--- config.mk ---
export PLATFORM = sky130hd
export DESIGN_NAME = b2bcd_seq_conv_flat
export DESIGN_NICKNAME = d
export VERILOG_FILES = /design/src/rtl/b2bcd_seq_conv_if.sv /design/src/rtl/b2bcd_seq_conv.sv /design/src/flat_wrapper.sv
export SDC_FILE = /design/constraint.sdc
export NUM_CORES = 1
export LEC_CHECK = 0
export ABC_AREA = 0
export CORE_AREA = 2 2 115 117
export DETAILED_ROUTE_END_ITERATION = 16
export DIE_AREA = 0 0 117 119
export PLACE_DENSITY_LB_ADDON = 0.3
export SLEW_MARGIN = 40
export SYNTH_ARGS = -nofsm -noshare
export SYNTH_HDL_FRONTEND = slang
export SYNTH_SLANG_ARGS = --single-unit
--- constraint.sdc ---
create_clock -name clk -period 3 [get_ports clk]
set_input_delay 0.9 -clock clk [delete_from_list [all_inputs] [get_ports clk]]
set_output_delay 0.9 -clock clk [all_outputs]
set_load 0.1 [all_outputs]
--- src/rtl/b2bcd_seq_conv_if.sv ---
// Handshake and data bundle for the sequential binary-to-BCD converter.
// The slave modport is the converter side and the master modport is the producer/consumer side.
interface b2bcd_seq_conv_if #(
  parameter int WIDTH = 32,
  parameter int DIGIT = 10,
  parameter int ND_W  = $clog2(DIGIT+1)
);
  logic                 in_valid;
  logic                 in_ready;
  logic [WIDTH-1:0]     Binary_code;
  logic                 in_signed;
  logic                 out_valid;
  logic                 out_ready;
  logic [4*DIGIT-1:0]   BCD_code;
  logic                 out_neg;
  logic                 out_ovf;
  logic [ND_W-1:0]      num_digits;

  modport slave (
    input  in_valid, Binary_code, in_signed, out_ready,
    output in_ready, out_valid, BCD_code, out_neg, out_ovf, num_digits
  );

  modport master (
    output in_valid, Binary_code, in_signed, out_ready,
    input  in_ready, out_valid, BCD_code, out_neg, out_ovf, num_digits
  );
endinterface

--- src/rtl/b2bcd_seq_conv.sv ---
// Iterative double-dabble binary-to-BCD converter that processes one input bit per clock.
// It has valid/ready on both sides, a two's-complement mode, overflow detection and a significant-digit count.

// Per-digit add-3 correction applied before each shift.
module b2bcd_dig_adj (
  input  logic [3:0] dig_i,
  output logic [3:0] dig_o
);
  assign dig_o = (dig_i > 4'd4) ? dig_i + 4'd3 : dig_i;
endmodule

module b2bcd_seq_conv #(
  parameter int WIDTH = 32,
  parameter int DIGIT = 10,
  parameter int CNT_W = $clog2(WIDTH+1),
  parameter int ND_W  = $clog2(DIGIT+1)
) (
  input  logic               clk,
  input  logic               rst_n,
  b2bcd_seq_conv_if.slave    bus
);
  typedef enum logic [1:0] {IDLE, SHIFT, DONE} state_t;

  state_t               state_q, state_d;
  logic [CNT_W-1:0]     cnt_q, cnt_d;
  logic [WIDTH-1:0]     bin_q, bin_d;
  logic [4*DIGIT-1:0]   bcd_q, bcd_d;
  logic                 neg_q, neg_d;
  logic                 ovf_q, ovf_d;
  logic                 in_ready_q, in_ready_d;
  logic                 out_valid_q, out_valid_d;
  logic [4*DIGIT-1:0]   code_q, code_d;
  logic                 oneg_q, oneg_d;
  logic                 oovf_q, oovf_d;
  logic [ND_W-1:0]      nd_q, nd_d;

  logic [4*DIGIT-1:0]   adj;
  logic [4*DIGIT-1:0]   bcd_sh;
  logic [WIDTH-1:0]     bin_sh;
  logic                 ovf_sh;
  logic [ND_W-1:0]      nd_sh;
  logic                 neg_in;

  // Every digit is corrected independently. Carries never cross digit boundaries.
  for (genvar g = 0; g < DIGIT; g++) begin : g_dig
    b2bcd_dig_adj u_adj (.dig_i(bcd_q[4*g +: 4]), .dig_o(adj[4*g +: 4]));
  end

  // {bcd, bin} shifts left by one. A 1 leaving the top digit means the value exceeds DIGIT digits.
  assign bcd_sh = {adj[4*DIGIT-2:0], bin_q[WIDTH-1]};
  assign bin_sh = {bin_q[WIDTH-2:0], 1'b0};
  assign ovf_sh = ovf_q | adj[4*DIGIT-1];
  assign neg_in = bus.in_signed & bus.Binary_code[WIDTH-1];

  // Significant-digit count of the (truncated) result that is about to complete, minimum 1.
  always_comb begin
    nd_sh = ND_W'(1);
    for (int i = 1; i < DIGIT; i++)
      if (bcd_sh[4*i +: 4] != 4'd0) nd_sh = ND_W'(i + 1);
  end

  // Next-state and datapath control.
  always_comb begin
    state_d     = state_q;
    cnt_d       = cnt_q;
    bin_d       = bin_q;
    bcd_d       = bcd_q;
    neg_d       = neg_q;
    ovf_d       = ovf_q;
    in_ready_d  = in_ready_q;
    out_valid_d = out_valid_q;
    code_d      = code_q;
    oneg_d      = oneg_q;
    oovf_d      = oovf_q;
    nd_d        = nd_q;
    case (state_q)
      IDLE: begin
        in_ready_d = 1'b1;
        if (bus.in_valid && in_ready_q) begin
          // -2^(WIDTH-1) negates to itself. That bit pattern read as unsigned is the correct magnitude.
          bin_d      = neg_in ? (~bus.Binary_code + WIDTH'(1)) : bus.Binary_code;
          neg_d      = neg_in;
          bcd_d      = '0;
          ovf_d      = 1'b0;
          cnt_d      = CNT_W'(WIDTH);
          in_ready_d = 1'b0;
          state_d    = SHIFT;
        end
      end
      SHIFT: begin
        bcd_d = bcd_sh;
        bin_d = bin_sh;
        ovf_d = ovf_sh;
        cnt_d = cnt_q - CNT_W'(1);
        if (cnt_q == CNT_W'(1)) begin
          code_d      = bcd_sh;
          oneg_d      = neg_q;
          oovf_d      = ovf_sh;
          nd_d        = nd_sh;
          out_valid_d = 1'b1;
          state_d     = DONE;
        end
      end
      DONE: begin
        if (bus.out_ready) begin
          out_valid_d = 1'b0;
          in_ready_d  = 1'b1;
          state_d     = IDLE;
        end
      end
      default: state_d = IDLE;
    endcase
  end

  // State and result registers. Reset aborts any conversion that is in flight.
  always_ff @(posedge clk or negedge rst_n) begin
    if (!rst_n) begin
      state_q     <= IDLE;
      cnt_q       <= '0;
      bin_q       <= '0;
      bcd_q       <= '0;
      neg_q       <= 1'b0;
      ovf_q       <= 1'b0;
      in_ready_q  <= 1'b0;
      out_valid_q <= 1'b0;
      code_q      <= '0;
      oneg_q      <= 1'b0;
      oovf_q      <= 1'b0;
      nd_q        <= '0;
    end else begin
      state_q     <= state_d;
      cnt_q       <= cnt_d;
      bin_q       <= bin_d;
      bcd_q       <= bcd_d;
      neg_q       <= neg_d;
      ovf_q       <= ovf_d;
      in_ready_q  <= in_ready_d;
      out_valid_q <= out_valid_d;
      code_q      <= code_d;
      oneg_q      <= oneg_d;
      oovf_q      <= oovf_d;
      nd_q        <= nd_d;
    end
  end

  assign bus.in_ready   = in_ready_q;
  assign bus.out_valid  = out_valid_q;
  assign bus.BCD_code   = code_q;
  assign bus.out_neg    = oneg_q;
  assign bus.out_ovf    = oovf_q;
  assign bus.num_digits = nd_q;
endmodule

--- src/flat_wrapper.sv ---
// flat-port wrapper written by rule: the top's interface ports become plain ports
module b2bcd_seq_conv_flat 
#(
  parameter int WIDTH = 32,
  parameter int DIGIT = 10,
  parameter int CNT_W = $clog2(WIDTH+1),
  parameter int ND_W  = $clog2(DIGIT+1)
)
  (clk, rst_n, bus_in_valid, bus_Binary_code, bus_in_signed, bus_out_ready, bus_in_ready, bus_out_valid, bus_BCD_code, bus_out_neg, bus_out_ovf, bus_num_digits);
  b2bcd_seq_conv_if #(.WIDTH(WIDTH), .DIGIT(DIGIT), .ND_W(ND_W)) bus_i ();
  input  logic clk;
  input  logic rst_n;
  input wire logic [$bits(bus_i.in_valid)-1:0] bus_in_valid;
  input wire logic [$bits(bus_i.Binary_code)-1:0] bus_Binary_code;
  input wire logic [$bits(bus_i.in_signed)-1:0] bus_in_signed;
  input wire logic [$bits(bus_i.out_ready)-1:0] bus_out_ready;
  output wire logic [$bits(bus_i.in_ready)-1:0] bus_in_ready;
  output wire logic [$bits(bus_i.out_valid)-1:0] bus_out_valid;
  output wire logic [$bits(bus_i.BCD_code)-1:0] bus_BCD_code;
  output wire logic [$bits(bus_i.out_neg)-1:0] bus_out_neg;
  output wire logic [$bits(bus_i.out_ovf)-1:0] bus_out_ovf;
  output wire logic [$bits(bus_i.num_digits)-1:0] bus_num_digits;
  assign bus_i.in_valid = bus_in_valid;
  assign bus_i.Binary_code = bus_Binary_code;
  assign bus_i.in_signed = bus_in_signed;
  assign bus_i.out_ready = bus_out_ready;
  assign bus_in_ready = bus_i.in_ready;
  assign bus_out_valid = bus_i.out_valid;
  assign bus_BCD_code = bus_i.BCD_code;
  assign bus_out_neg = bus_i.out_neg;
  assign bus_out_ovf = bus_i.out_ovf;
  assign bus_num_digits = bus_i.num_digits;
  b2bcd_seq_conv #(.WIDTH(WIDTH), .DIGIT(DIGIT), .CNT_W(CNT_W), .ND_W(ND_W)) u_core (.clk(clk), .rst_n(rst_n), .bus(bus_i));
endmodule
==> results by group, run 1 <==
Logic synthesis
  • Post-Syn Instances: 769
  • Primary FF master, synth: dfrtp_1
  • Yosys reg bits: 130
  • Distinct cell type count after synthesis: 58
  • Register area share after synthesis: 0.4641
  • Post-synthesis mux area share: 0.02213
  • Synth Area in XOR/XNOR: 0.03624
  • Post-Synth Adder-Cell Area: 0.03927
  • EDFF count, synth: 0
  • Async set or reset register ratio after synthesis: 1.000
  • Synth Net Count: 828
  • Mean Syn Cell Area: 9.115 sq um
  • Synth warnings: 0
  • Mapped Area: 7009 sq um
  • Simple-gate share of the synthesized area: 0.1831
  • Synth Area in Compound Gates: 0.2156
  • Main combinational cell family by area after synthesis: compound AO/OA/AOI/OAI gates

Setup path
  • Worst Reg-to-Reg Cells: 8
  • Critical Path Max Stage Delay: 0.49 ns
  • Worst path required time: 3.29 ns
  • Crit path capture type: register
  • Worst reg2reg setup slack: 0.53 ns
  • Terminus of the critical flop-to-flop path: u_core.bus.num_digits[2]
  • Buf/Inv on CP: 1
  • Stages on the worst setup path: 7
  • Crit Path Max Fanout: 4
  • Top delay family on crit path: simple AND/OR/NAND/NOR gates
  • Worst path cell trace: clkdlybuf4s50_1 -> or3_1 -> or2_4 -> or4_4 -> nor2_1 -> mux2i_1 -> o21ai_1
  • CP max stage cell: or4_4
  • Critical path class: in2reg
  • Startpoint types: input pin
  • Worst flop-to-flop path startpoint: u_core.bcd_q[20]
  • Critical Path AT: 2.86 ns

GRT
  • Gr usage total: 0.2563
  • Vias in the first global route: 6134
  • Antenna violations before repair: 0
  • First-pass GRT wire length: 28610 um
  • Grt ovf: 0
  • Largest net degree at the start of global routing: 61

Cells and area
  • Layout Cells excl Fill: 1056
  • Final core utilization: 0.6723
  • Ant. Diodes: 0
  • Fraction of layout cells with a size suffix above 1: 0.1591
  • Fillers: 1022
  • Fin nets: 928
  • Post-route cell area: 8656 sq um
  • Area delta synth->final: 23.49%

Worst hold path
  • HP Class: reg2reg
  • WHS Path Cells: 2
  • Hold_sp: u_core.neg_q
  • Hold path endpoint: u_core.neg_q

Place
  • DP Area: 8092 sq um
  • DP HPWL: 11600 um
  • Port buffer count: 84
  • Routability congestion estimate: 0.8612
  • Dpl cells: 1026

Die
  • Num ports: 85
  • Area of the core: 12870 sq um
  • Row count: 42
  • DIE HEIGHT: 119 um
  • Die span in x: 117 um
  • Starting Density: 0.5444
  • DIE AREA: 13920 sq um

Route
  • Final ANT Viol Nets: 0
  • Vias after detailed routing: 6188
  • Initial DRC Count: 312
  • DRC viols: 0
  • Routed length per instance: 16.17 um
  • First drt pass iteration count: 5
  • Post-Route WL: 17080 um
  • Vias/cell: 5.860

Timing
  • Slew @ Worst Pin: 0.6696 ns
  • Worst Skew: 0.007299 ns
  • Period minus WS final: 2.568 ns
  • Fin Setup TNS: 0 ns
  • Final Hold Fails: 0
  • Slew margin rel.: 0.5480
  • Slew Limit Fails: 0
  • Tcrit/Tclk final: 0.8559
  • RSZ-0062 raised after global routing: no
  • Maximum clock frequency: 0.3894 GHz
  • Setup violators final: 0

Clocking
  • H-tree depth: 4
  • Setup bufs post-CTS: 0
  • Clock tree buffer depth: 2
  • Clock root buffer: clkbuf_16
  • Clock transition at the registers of the reported paths: 0.06 ns
  • PostCTS Resize Cnt: 0
  • Clock buffers created by TritonCTS: 17
  • CTS Sinks: 130
  • Skew-Pair Late Insertion Delay: 0.42 ns
  • CTS tree: built
  • Hold_buf cts: 0

Job
  • # Max-Cap Violations: 0

Pwr
  • Pwr Density: 1284 nW/um^2
  • Overall Power: 11.11 mW
  • VDD IR-drop max: 577.9 uV
  • P_leak: 3.823 nW

Run status
  • Outcome: finished clean
-- worst reg2reg max path: stages (launching register included) --
cell	delay, ns
dfrtp_1	0.44
inv_1	0.10
ha_1	0.24
nor2b_1	0.15
o21ai_0	0.23
o2111ai_1	0.22
or3b_2	0.51
nor4_1	0.30
o21ai_0	0.14
-- per-stage QoR --
stage / worst slack, ns / hold WS [ns]
floorplan: 0.4836 / 0.4386
global placement: 0.02459 / 0.4519
detailed placement: 0.002408 / 0.4709
CTS: 0.4349 / 0.4845
global route: 0.3238 / 0.5090
finish: 0.4322 / 0.4787
-- metal layers --
metal  wire [um]  GRT usage  up-vias
met2        8783     0.4328      185
met4         342    0.09412        0
met5           0          0        -
met1        7132     0.3214     3001
li1            -          -     2970
met3         822    0.05394       32
-- where the power goes --
group	leakage [nW]	internal [mW]	switching, mW
Combinational	1.91	1.79	4.08
Sequential	1.63	2.56	0.691
Clock	0.280	1.27	0.720
Total	3.82	5.62	5.49
-- sequential cells by signal (all words and copies together), names as in the netlist --
signal,flops
u_core.bus.num_digits,4
u_core.cnt_q,6
u_core.state_q,2
u_core.bcd_q,40
u_core.bus.BCD_code,40
u_core.bin_q,32
u_core.bus.in_ready,1
u_core.ovf_q,1
u_core.bus.out_ovf,1
u_core.neg_q,1
u_core.bus.out_neg,1
u_core.bus.out_valid,1
-- cells in the mapped netlist, types with 4 or more instances --
| master | instances | area (sq um) |
|---|---|---|
| ha_1 | 22 | 275.3 |
| nand3_1 | 45 | 225.2 |
| xor2_1 | 8 | 70.07 |
| nor2b_1 | 18 | 112.6 |
| a21oi_1 | 48 | 240.2 |
| nor4_1 | 9 | 56.30 |
| mux2i_1 | 11 | 110.1 |
| or3b_2 | 4 | 35.03 |
| nand2b_1 | 4 | 25.02 |
| a31oi_1 | 10 | 62.56 |
| a22oi_1 | 18 | 135.1 |
| xnor2_1 | 21 | 183.9 |
| inv_1 | 32 | 120.1 |
| buf_2 | 5 | 25.02 |
| nand2_1 | 53 | 198.9 |
| and2_1 | 9 | 56.30 |
| dfrtp_1 | 130 | 3253 |
| o2111ai_1 | 4 | 35.03 |
| nor2_1 | 62 | 232.7 |
| a211oi_1 | 8 | 60.06 |
| clkbuf_1 | 25 | 93.84 |
| a22o_1 | 12 | 105.1 |
| o211a_1 | 5 | 50.05 |
| mux2_2 | 4 | 45.04 |
| nor3_1 | 16 | 80.08 |
| buf_1 | 7 | 26.28 |
| o21ai_0 | 126 | 630.6 |
| or2_2 | 7 | 43.79 |
-- final cells by class --
type,instances,area (sq um),share of cell area
tap,176,220.2,0.02544
clock inverter,6,80.08,0.009251
timing repair buffer,119,1006,0.1162
sequential,130,3253,0.3758
inverter,32,120.1,0.01388
multi-input combinational,569,3495,0.4037
clock buffer,24,481.7,0.05565
-- kinds of logic after synthesis --
group	count (synthesis)
flops	130
xor+xnor	29
fa+ha+maj	22
compound gates	254
simple gates	249
mux	15
buf+inv	70
-- cell usage in the layout, fill, tap and decap left out, types with 10 or more instances in the layout --
master	count
a21oi_1	48
a22o_1	12
a22oi_1	18
a31oi_1	10
buf_4	82
clkbuf_16	17
clkdlybuf4s50_1	35
dfrtp_1	130
ha_1	22
inv_1	32
mux2i_1	11
nand2_1	53
nand3_1	44
nor2_1	60
nor2b_1	17
nor3_1	16
o21ai_0	126
xnor2_1	21
-- worst max-delay path by stage --
stage / startpoint / endpoint / slack (ns)
floorplan: bus_Binary_code[20] / u_core.bin_q[27] / 0.48
global placement: bus_Binary_code[20] / u_core.bin_q[27] / 0.02
detailed placement: bus_Binary_code[20] / u_core.bin_q[27] / 0.002
CTS: bus_Binary_code[20] / u_core.bin_q[27] / 0.43
global route: bus_Binary_code[20] / u_core.bin_q[30] / 0.32
finish: bus_Binary_code[20] / u_core.bin_q[27] / 0.43
No activity file was read; power rests on OpenSTA's default activity.
==> inputs of run 2 (changes only) <==
Settings changed: MAX_ROUTING_LAYER from default to met4, SLEW_MARGIN 40 to 5.
==> run 2 against run 1 <==
  * Core utilization barely moved
  * Clock skew decreased by 0.00061 ns
  * Register-to-register slack hardly changed
  * Non-clock buffer count is the same
  * Via count decreased by 0.57%
  * Clock power hardly changed
  * Global-route usage grew 0.65 points
  * Sequential power is essentially flat
  * Clock-buffer cell count stayed put
  * Critical path type unchanged
  * Critical endpoint unchanged
  * Largest cell class unchanged
==> results by group, run 2 (synthesized netlist as in run 1, its figures left out) <==
Pwr
  • Sw Ratio: 0.4941
  • Power Internal: 5.624 mW
  • Clock network power share: 0.180
  • P_leak: 3.823 nW
  • Net Sw Power: 5.494 mW
  • Reg power frac: 0.292
  • Overall Power: 11.12 mW
  • Pwr Density: 1285 nW/um^2
  • Logic pwr share: 0.528
  • VDD IR-drop max: 577.9 uV

Timing
  • Worst Skew: 0.006685 ns
  • Maximum clock frequency: 0.3891 GHz
  • Period minus WS final: 2.570 ns
  • RSZ-0062 raised after global routing: no
  • Slew Limit Fails: 0
  • Slew margin rel.: 0.4060
  • Setup violators final: 0
  • Final Hold Fails: 0
  • Tcrit/Tclk final: 0.8568
  • Slew @ Worst Pin: 0.8876 ns
  • Fin Setup TNS: 0 ns

Die
  • DIE AREA: 13920 sq um
  • Num ports: 85
  • DIE HEIGHT: 119 um
  • Row count: 42
  • Die span in x: 117 um
  • Area of the core: 12870 sq um
  • Starting Density: 0.5444

Clocking
  • Clock transition at the registers of the reported paths: 0.06 ns
  • Clock buffers created by TritonCTS: 17
  • PostCTS Resize Cnt: 0
  • Skew-Pair Late Insertion Delay: 0.42 ns
  • CTS Sinks: 130
  • CTS tree: built
  • Clock tree buffer depth: 2
  • Setup bufs post-CTS: 0
  • Clock root buffer: clkbuf_16
  • H-tree depth: 4
  • Hold_buf cts: 0

GRT
  • Gr usage total: 0.2628
  • Largest net degree at the start of global routing: 61
  • First-pass GRT wire length: 28530 um
  • Vias in the first global route: 6145
  • Antenna violations before repair: 0
  • Grt ovf: 0

Place
  • DP Area: 8092 sq um
  • Dpl cells: 1026
  • DP HPWL: 11600 um
  • Routability congestion estimate: 0.8751
  • Port buffer count: 84

Route
  • Met2 Routed Length: 8815 um
  • Initial DRC Count: 343
  • Met1 Wirelength: 7268 um
  • First drt pass iteration count: 4
  • Routed length per instance: 16.22 um
  • Final ANT Viol Nets: 0
  • DRC viols: 0
  • DR WL met3: 714 um
  • Post-Route WL: 17130 um
  • Vias/cell: 5.827
  • Vias after detailed routing: 6153
  • Top sig layer: met4

Worst hold path
  • HP Class: reg2reg

Cells and area
  • Final core utilization: 0.6721
  • Layout Cells excl Fill: 1056
  • Most common cell after layout, fill and taps aside: dfrtp_1
  • Ant. Diodes: 0
  • Fin nets: 928
  • Post-route cell area: 8653 sq um
  • Fraction of layout cells with a size suffix above 1: 0.1580
  • Most frequent cells in the layout: 130 x dfrtp_1, 126 x o21ai_0, 82 x buf_4
  • Area delta synth->final: 23.46%

Setup path
  • Worst path cell trace: clkdlybuf4s50_1 -> or3_1 -> or2_4 -> or4_4 -> nor2_1 -> mux2i_1 -> o21ai_1
  • Startpoint types: input pin
  • Worst reg2reg setup slack: 0.54 ns
  • Critical Path AT: 2.86 ns
  • Critical Path Max Stage Delay: 0.49 ns
  • CP max stage cell: or4_4
  • Crit Path Max Fanout: 4
  • Worst path required time: 3.29 ns
  • Critical path class: in2reg
  • Crit path capture type: register

Job
  • # Max-Cap Violations: 0

Run status
  • Outcome: finished clean
-- run 2: stage by stage --
stage / hold slack (ns) / setup slack, ns
floorplan: 0.4386 / 0.4836
global placement: 0.4519 / 0.02459
detailed placement: 0.4709 / 0.002408
CTS: 0.4845 / 0.4349
global route: 0.5090 / 0.3238
finish: 0.4787 / 0.4297
-- run 2: worst max-delay path: cells and delay by family --
family	cells	cell delay, ns
and+or+nand+nor	4	1.30
buffers and inverters	1	0.42
muxes	1	0.19
AOI/OAI and AO/OA	1	0.07
-- run 2: path summary, 6_finish.rpt --
path,startpoint,end,cells after the start
hold / removal,u_core.bus.BCD_code[10],u_core.bus.BCD_code[10],2
max in group asynchronous,rst_n,u_core.bus.BCD_code[30],2
setup / recovery,bus_Binary_code[20],u_core.bin_q[27],7
min in group asynchronous,rst_n,u_core.bus.BCD_code[9],1
hold reg to reg,u_core.bus.BCD_code[10],u_core.bus.BCD_code[10],2
setup reg to reg,u_core.bcd_q[20],u_core.bus.num_digits[2],8
-- run 2: final cells by class --
cell class	count	area (sq um)
fill	1022	4222
multi-input combinational	569	3492
sequential	130	3253
timing repair buffer	119	1006
clock buffer	24	481.7
tap	176	220.2
inverter	32	120.1
clock inverter	6	80.08
-- run 2: metal layers --
metal | track usage | up-vias
met5 | - | -
met4 | 0.09412 | 0
met3 | 0.05394 | 34
met2 | 0.4321 | 172
met1 | 0.3201 | 2975
li1 | - | 2972
-- run 2: power by group through the flow --
stage	Sequential (mW)	Combinational, mW	Clock (mW)
2_1_floorplan	4.96	2.63	0
3_3_place_gp	3.18	5.58	0
3_5_place_dp	3.23	5.81	0
4_1_cts	3.23	5.87	2.02
5_1_grt	3.35	6.36	2.10
6_report	3.25	5.87	2.00
